**src/rtl/velocity_pkg.sv**
```systemverilog
// Shared types and constants for the velocity ramp controller: FSM states,
// the 2-bit speed level, target decode and the settle-state helper.
package velocity_pkg;

  typedef enum logic [2:0] {
    ST_IDLE,
    ST_HOLD,
    ST_RAMP_UP,
    ST_RAMP_DOWN,
    ST_STOPPED
  } state_e;

  typedef logic [1:0] speed_t;

  localparam speed_t SPD_STOP = 2'd0;
  localparam speed_t SPD_LOW  = 2'd1;
  localparam speed_t SPD_MID  = 2'd2;
  localparam speed_t SPD_HIGH = 2'd3;

  // Priority high > mid > low; anything else requests a stop.
  function automatic speed_t decode_target(input logic a, input logic b,
                                           input logic c, input logic d);
    speed_t t;
    if (a && b)                  t = SPD_HIGH;
    else if (a && !b)            t = SPD_MID;
    else if (b || (c && d))      t = SPD_LOW;
    else                         t = SPD_STOP;
    return t;
  endfunction

  function automatic state_e settle_state(input speed_t spd);
    return (spd == SPD_STOP) ? ST_IDLE : ST_HOLD;
  endfunction

endpackage

```
**src/rtl/velocity_pwm.sv**
```systemverilog
// Free-running PWM frame counter with a duty threshold of speed quarters
// of the frame.
module velocity_pwm
  import velocity_pkg::*;
#(
  parameter int PWM_PERIOD = 8
) (
  input  logic   clk,
  input  logic   rst,
  input  speed_t speed,
  output logic   pwm
);

  localparam int FW = $clog2(PWM_PERIOD);
  localparam logic [FW:0] QTR = (FW + 1)'(PWM_PERIOD / 4);

  logic [FW-1:0] frame_q, frame_d;
  logic [FW:0]   thresh;

  always_comb begin
    frame_d = frame_q + 1'b1;
    if (frame_q == FW'(PWM_PERIOD - 1)) frame_d = '0;
    thresh = {{(FW - 1){1'b0}}, speed} * QTR;
    pwm    = ({1'b0, frame_q} < thresh);
  end

  always_ff @(posedge clk) begin
    if (rst) frame_q <= '0;
    else     frame_q <= frame_d;
  end

endmodule

```
**src/rtl/velocity_ramp_ctrl.sv**
```systemverilog
// Velocity ramp controller: registered sensor decode, dwell-paced speed ramp
// FSM with e-stop override. PWM output enabled by define VELOCITY_PWM_EN.
module velocity_ramp_ctrl
  import velocity_pkg::*;
#(
  parameter int DWELL      = 4,
  parameter int PWM_PERIOD = 8
) (
  input  logic       clk,
  input  logic       rst,
  input  logic       a,
  input  logic       b,
  input  logic       c,
  input  logic       d,
  input  logic       estop,
  output logic [1:0] speed,
  output logic       busy,
  output logic       at_target,
  output logic       pwm
);

  logic a_q, b_q, c_q, d_q, estop_q;
  logic a_d, b_d, c_d, d_d, estop_d;

  state_e     state_q, state_d;
  speed_t     speed_q, speed_d;
  logic [7:0] cnt_q, cnt_d;
  speed_t     target;
  logic       dwell_done;

  always_comb begin
    a_d     = a;
    b_d     = b;
    c_d     = c;
    d_d     = d;
    estop_d = estop;
  end

  always_comb begin
    state_d    = state_q;
    speed_d    = speed_q;
    cnt_d      = cnt_q;
    target     = decode_target(a_q, b_q, c_q, d_q);
    dwell_done = (cnt_q == 8'(DWELL - 1));

    if (estop_q) begin
      state_d = ST_STOPPED;
      speed_d = SPD_STOP;
      cnt_d   = '0;
    end else begin
      case (state_q)
        ST_IDLE, ST_HOLD: begin
          cnt_d = '0;
          if (target > speed_q)      state_d = ST_RAMP_UP;
          else if (target < speed_q) state_d = ST_RAMP_DOWN;
          else                       state_d = settle_state(speed_q);
        end
        ST_RAMP_UP: begin
          if (target == speed_q) begin
            state_d = settle_state(speed_q);
            cnt_d   = '0;
          end else if (target < speed_q) begin
            state_d = ST_RAMP_DOWN;
            cnt_d   = '0;
          end else if (dwell_done) begin
            cnt_d = '0;
            if (speed_q != SPD_HIGH) speed_d = speed_q + 2'd1;
            if (speed_d == target)   state_d = settle_state(speed_d);
          end else begin
            cnt_d = cnt_q + 8'd1;
          end
        end
        ST_RAMP_DOWN: begin
          if (target == speed_q) begin
            state_d = settle_state(speed_q);
            cnt_d   = '0;
          end else if (target > speed_q) begin
            state_d = ST_RAMP_UP;
            cnt_d   = '0;
          end else if (dwell_done) begin
            cnt_d = '0;
            if (speed_q != SPD_STOP) speed_d = speed_q - 2'd1;
            if (speed_d == target)   state_d = settle_state(speed_d);
          end else begin
            cnt_d = cnt_q + 8'd1;
          end
        end
        ST_STOPPED: begin
          // Only reached with estop_q already low, so release to IDLE.
          state_d = ST_IDLE;
          cnt_d   = '0;
        end
        default: begin
          state_d = ST_IDLE;
          speed_d = SPD_STOP;
          cnt_d   = '0;
        end
      endcase
    end
  end

  always_ff @(posedge clk) begin
    if (rst) begin
      a_q     <= 1'b0;
      b_q     <= 1'b0;
      c_q     <= 1'b0;
      d_q     <= 1'b0;
      estop_q <= 1'b0;
      state_q <= ST_IDLE;
      speed_q <= SPD_STOP;
      cnt_q   <= '0;
    end else begin
      a_q     <= a_d;
      b_q     <= b_d;
      c_q     <= c_d;
      d_q     <= d_d;
      estop_q <= estop_d;
      state_q <= state_d;
      speed_q <= speed_d;
      cnt_q   <= cnt_d;
    end
  end

  assign speed     = speed_q;
  assign busy      = (state_q == ST_RAMP_UP) || (state_q == ST_RAMP_DOWN);
  assign at_target = (speed_q == target) && !estop_q;

`ifdef VELOCITY_PWM_EN
  velocity_pwm #(
    .PWM_PERIOD(PWM_PERIOD)
  ) u_pwm (
    .clk  (clk),
    .rst  (rst),
    .speed(speed_q),
    .pwm  (pwm)
  );
`else
  logic unused_pwm_cfg;
  assign unused_pwm_cfg = (PWM_PERIOD > 0);
  assign pwm = 1'b0;
`endif

endmodule

```
**config.mk**
```make
export PLATFORM = sky130hd
export DESIGN_NAME = velocity_ramp_ctrl
export DESIGN_NICKNAME = d
export VERILOG_FILES = /design/src/rtl/velocity_pkg.sv /design/src/rtl/velocity_pwm.sv /design/src/rtl/velocity_ramp_ctrl.sv
export SDC_FILE = /design/constraint.sdc
export NUM_CORES = 1
export LEC_CHECK = 0
export CAP_MARGIN = 20
export CORE_MARGIN = 10
export CORE_UTILIZATION = 35
export DETAILED_ROUTE_END_ITERATION = 8
export GPL_TIMING_DRIVEN = 0
export PLACE_DENSITY = 0.56
export SYNTH_ARGS = -nofsm -noshare
export SYNTH_HDL_FRONTEND = slang
export SYNTH_HIERARCHICAL = 1
export SYNTH_SLANG_ARGS = --single-unit
```
**constraint.sdc**
```tcl
create_clock -name clk -period 3.11 [get_ports clk]
set_input_delay 0.4665 -clock clk [delete_from_list [all_inputs] [get_ports clk]]
set_output_delay 0.4665 -clock clk [all_outputs]
set_load 0.01 [all_outputs]
```
==> flow_summary.yaml, run 1 <==
clock_tree:
  clockRootBuffer: "clkbuf_4"
  post_cts_resized: 0
  cts_setup_buffers: 0
  insertion_delay_ns: 0.28
  cts_buffer_depth: 2
  cts-buffers-inserted: 3
  cts_hold_buf: 0
  cts.sinks: 18
  h-tree-depth: 1
  cts_tree: "built"
  cts.clk_slew.worst_paths_ns: 0.09
pwr:
  powerDensity_nw_per_um2: 347.4
  clock_power_share: 0.266
  internal_power_uw: 310.7
  leakage_uw: 0.0004266
  finalPower_uw: 410.4
  power_frac_seq: 0.592
  sw_frac_of_total: 0.2428
  ir_drop_mv: 0.2200
  p_sw_uw: 99.65
  combPwrFrac: 0.142
layout:
  drive_gt1_frac: 0.09701
  diodes: 0
  nets: 146
  post-route-util: 0.4247
  areaGrowthSynthToFinish_pct: 15.83
setup_path:
  slowest_stage: "clkdlybuf4s50_1"
  critPathCaptureType: "primary output"
  cpPeakStageDelay_ns: 0.55
  r2r-end: "cnt_q[5]"
  r2r-start: "speed[1]"
  path_cells: "buf_2 -> inv_1 -> ha_1 -> nand2_1 -> nor2_1 -> clkdlybuf4s50_1"
  cp_top_family: "buffers and inverters"
  rr_worst_depth: 9
  path_buf_inv: 3
  crit_fanout: 9
  cp.required_ns: 2.64
  arrival_ns: 2.14
  critPathKind: "flip-flop to primary output"
  crit_start: "speed[1]"
  r2r_slack_ns: 0.57
  cp-endpoint: "at_target"
  cp.depth: 6
  setup.worst_path.start_class: "flip-flop"
floorplan:
  die_area_um2: 5472
  die_w_um: 73.98
  num_rows: 19
  ios: 12
  die_h_um: 73.98
  core_area_um2: 2781
  initial_utilization: 0.3666
timing:
  skew_ns: 0.001161
  finalCritPeriodShare: 0.8373
  max_freq_mhz: 384.0
  tns_ns: 0
  finalHoldViolations: 0
  fin_crit_ns: 2.604
  whs_ns: 0.4679
  finalMaxSlewViolations: 0
  rsz0062_at_grt: "false"
  setup_viol: 0
yosys:
  ys.warnings.count: 6
  yosys-mux-area-fraction: 0.01963
  synthSimpleGateAreaFrac: 0.2712
  netlist.area_leader.share: 0.3534
  synth-compound-area-share: 0.1963
  synth.area.top_cells: "dfxtp_1 (35%), nor2_1 (5.9%), nor2b_1 (5.5%), xor2_1 (4.3%), ha_1 (3.7%)"
  synth_common_cells: "dfxtp_1 (18), nor2_1 (16), nor2b_1 (9)"
  syn_area_um2: 1020
  synth.most_common_cell: "dfxtp_1"
  synth_fa_ha_area_frac: 0.04663
  ys_seq_area_frac: 0.3534
  synth_cell_types: 40
  ys_ff_latch: 18
  syn-num-nets: 131
  async_flop_share: 0
  synth_area_per_cell_um2: 8.428
  synth.largest_area_cell: "dfxtp_1"
  synth-edff-count: 0
  ys.flop_type: "dfxtp_1"
  synthXorXnorAreaFrac: 0.06012
  synth_top_family_by_area: "simple AND/OR/NAND/NOR gates"
  netlist_instances: 121
place:
  io_buffers: 10
  place.gp.congestion: 0.8654
  dp_hpwl_mm: 1.594
hold_path:
  hp-class: "flip-flop to flip-flop"
  min_path_cells: 1
run:
  cap_violations: 0
routing:
  routedWlPerCell_um: 12.57
  antenna_left: 0
  drc_errors: 0
  drt_iter0_drc: 81
  drt_pre_antenna_iters: 4
  vias_per_cell: 5.176
  vias: 854
  drt-total-wl_mm: 2.074
global_route:
  grt_max_degree: 11
  first_global_vias: 783
  grt.total_usage: 0.08115
  grt_antenna_before_repair: 0
  grt-ovfl-total: 0
  grt_pass1_wl_mm: 3.574
run_status:
  status: "complete, no violations"
-- metal layers --
metal	GRT usage	vias up	share of wire
met5	0	-	0
met4	0.03727	0	0.0077
met3	0.02261	2	0.039
met2	0.1259	18	0.47
met1	0.1017	382	0.48
li1	-	452	-
-- sequential cells by signal, indices dropped and copies added (netlist names) --
name and cells:
a_q 1, b_q 1, c_q 1, cnt_q 8, d_q 1, estop_q 1, speed 2, state_q 3
-- power by group through the flow --
stage	Combinational, uW	Sequential [uW]	Clock (uW)
after floorplan	37.4	246	0
after global placement	57.6	248	0
after detailed placement	58.4	248	0
after CTS	58.7	243	117
after global routing	64.5	244	124
final	58.4	243	109
-- cell type report --
| cell class | instances | area, um^2 |
|---|---|---|
| Clock buffer | 3 | 22.52 |
| Fill cell | 293 | 1600 |
| Multi-Input combinational cell | 91 | 609.3 |
| Timing Repair Buffer | 10 | 100.1 |
| Tap cell | 31 | 38.79 |
| Inverter | 6 | 22.52 |
| Sequential cell | 18 | 360.3 |
| Buffer | 6 | 27.53 |
-- cells in the final DEF, fill, tap and decap left out, types with 2 or more instances in the layout --
cell             Yosys  layout
a21oi_1              5       5
a22oi_1              2       2
a31oi_1              3       3
clkbuf_1             4       4
clkbuf_4             0       3
clkdlybuf4s50_1      0      10
dfxtp_1             18      18
ha_1                 3       3
inv_1                6       6
mux2i_1              2       2
nand2_1              5       5
nand2b_1             2       2
nand3_1              6       6
nor2_1              16      16
nor2b_1              9       9
nor3b_1              2       2
o21ai_0              6       6
or2_2                3       3
xnor2_1              2       2
xor2_1               5       5
-- worst reg2reg max path: cells and delay by family (launching register included) --
family                     cells  cell delay (ns)
DFF                            1             0.33
buffers and inverters          3             0.50
adders and majority gates      1             0.38
xor gates and xnor gates       1             0.16
and+or+nand+nor                4             1.09
-- metrics by stage --
step                      setup WS (ns)  cell area, um^2  instances
after floorplan                  0.8278             1020        121
after global placement           0.6432             1159        162
after detailed placement         0.5806             1159        162
after CTS                        0.4707             1181        165
after global routing             0.3488             1181        165
final                            0.5061             1181        165
-- how the worst min path moves through the flow --
stage          slack [ns]     start        to
3_3_place_gp         0.45  cnt_q[0]  cnt_q[0]
5_1_grt              0.51  cnt_q[0]  cnt_q[0]
6_report             0.47  cnt_q[0]  cnt_q[0]
4_1_cts              0.48  cnt_q[0]  cnt_q[0]
3_5_place_dp         0.45  cnt_q[0]  cnt_q[0]
2_1_floorplan        0.43  cnt_q[0]  cnt_q[0]
-- kinds of logic (layout without fill, tap and decap cells) --
group / count (synthesis) / in the layout
buf+inv: 12 / 25
fa+ha+maj: 4 / 4
flops: 18 / 18
mux: 2 / 2
xor+xnor: 7 / 7
other cells: 1 / 1
simple gates: 49 / 49
compound gates: 28 / 28
Note: power is estimated with default switching activity, not from simulation.
==> inputs of run 2 (changes only) <==
Settings changed: PLACE_DENSITY 0.56 to 0.58.
Clock period 3.11 ns to 2.2 ns, I/O delays scaled along.
==> flow_summary.yaml, run 2 (synthesized netlist as in run 1, its figures left out) <==
place:
  placed_area_um2: 1176
  dp_hpwl_mm: 1.679
  dp.cells: 162
  place.gp.congestion: 0.8518
  io_buffers: 10
clock_tree:
  h-tree-depth: 1
  cts.clk_slew.worst_paths_ns: 0.10
  insertion_delay_ns: 0.29
  cts_tree: "built"
  cts_hold_buf: 0
  cts-buffers-inserted: 3
  cts.sinks: 18
  cts_buffer_depth: 2
  clockRootBuffer: "clkbuf_4"
layout:
  top_register: "cnt_q"
  final_cell_mix: "dfxtp_1 (17), nor2_1 (14), nor2b_1 (9), clkdlybuf4s50_1 (9)"
  drive_gt1_frac: 0.1838
  mostFrequentLayoutCell: "dfxtp_1"
  nets: 147
  fin_area_um2: 1242
  largest_reg_flops: 8
  instances_no_fill: 167
  areaGrowthSynthToFinish_pct: 21.84
  diodes: 0
setup_path:
  critPathCaptureType: "primary output"
  r2r_slack_ns: 0.15
  cp.depth: 4
  cpPeakStageDelay_ns: 0.54
  rr_worst_depth: 8
  path_buf_inv: 1
  r2r-end: "cnt_q[6]"
  path_cells: "ha_2 -> nand2_1 -> nor2_1 -> dlygate4sd2_1"
  crit_start: "speed[0]"
  cp-endpoint: "at_target"
  slowest_stage: "dfxtp_1"
  arrival_ns: 1.74
  r2r-start: "speed[1]"
  crit_fanout: 10
  cp_top_family: "flip-flops"
  cp.required_ns: 1.87
  critPathKind: "flip-flop to primary output"
  setup.worst_path.start_class: "flip-flop"
global_route:
  grt.total_usage: 0.08466
  grt-ovfl-total: 0
  grt_max_degree: 11
  grt_antenna_before_repair: 0
  first_global_vias: 858
  grt_pass1_wl_mm: 3.746
timing:
  skew_ns: 0.004350
  finalHoldViolations: 0
  max_freq_mhz: 483.8
  setup_viol: 0
  whs_ns: 0.4764
  rsz0062_at_grt: "false"
  finalCritPeriodShare: 0.9396
  tns_ns: 0
  fin_crit_ns: 2.067
  finalMaxSlewViolations: 0
floorplan:
  die_area_um2: 5472
  ios: 12
  die_w_um: 73.98
  die_h_um: 73.98
  core_area_um2: 2781
  num_rows: 19
  initial_utilization: 0.3666
routing:
  antenna_left: 0
  drt-total-wl_mm: 2.145
  drc_errors: 0
  drt_iter0_drc: 51
  vias: 873
  drt_pre_antenna_iters: 4
  vias_per_cell: 5.228
  routedWlPerCell_um: 12.84
pwr:
  ir_drop_mv: 0.3265
  finalPower_uw: 630.5
  powerDensity_nw_per_um2: 507.5
  leakage_uw: 0.0004503
run:
  cap_violations: 0
run_status:
  status: "complete, no violations"
hold_path:
  hp-class: "flip-flop to flip-flop"
## run 2: metal layers
| metal | vias up | part of all wire | wire length, um | track usage |
|---|---|---|---|---|
| met5 | - | 0 | 0 | 0 |
| met4 | 0 | 0.0075 | 16 | 0.04348 |
| met3 | 2 | 0.033 | 71 | 0.01729 |
| met2 | 12 | 0.52 | 1117 | 0.1487 |
| met1 | 400 | 0.44 | 939 | 0.09399 |
| li1 | 459 | - | - | - |
## run 2: power breakdown
group	internal, uW	switching (uW)
sequential	334	9.44
combinational	45.3	42.4
clock	101	99.0
total	480	151
## run 2: how the worst min path moves through the flow
stage / start / endpoint / slack, ns / cells after the start
2_1_floorplan: rst / a_q / 0.40 / 1
3_3_place_gp: cnt_q[0] / cnt_q[0] / 0.45 / 1
3_5_place_dp: cnt_q[0] / cnt_q[0] / 0.46 / 1
4_1_cts: cnt_q[0] / cnt_q[0] / 0.49 / 1
5_1_grt: estop_q / state_q[2] / 0.50 / 1
6_report: cnt_q[0] / cnt_q[0] / 0.48 / 1
## run 2: what timing repair did
| action | in CTS | in global routing |
|---|---|---|
| pin swaps | 0 | 3 |
| setup endpoints to repair | 9 | 12 |
| setup buffers | 0 | 3 |
| resized for setup | 2 | 8 |
## run 2: cell type report
class,count,area [um^2]
well taps,31,38.79
multi-input cells,91,636.9
plain buffers,4,22.52
repair buffers,13,121.4
inverters,6,22.52
flip-flops and latches,18,364.1
fillers,299,1539
clock buffers,4,36.28
## run 2: through the flow
step | util | setup slack (ns)
finish | 0.4467 | 0.1330
global placement | 0.4229 | -0.09524
CTS | 0.4332 | 0.03189
detailed placement | 0.4229 | -0.1259
floorplan | - | 0.03967
global route | 0.4467 | 0.002925
## run 2: worst register-to-register path, delay by kind of cell (launching register included)
family	cells	cell delay [ns]
XOR/XNOR	1	0.15
adder cells (fa/ha/maj)	1	0.29
buffers and inverters	2	0.23
flip-flops	1	0.34
AND/OR/NAND/NOR	4	0.98
==> inputs of run 3 (changes only) <==
Settings changed: SLEW_MARGIN from default to 5.
==> results of run 3 <==
Same layout as run 2: the final DEF is identical, and so are final timing and power.
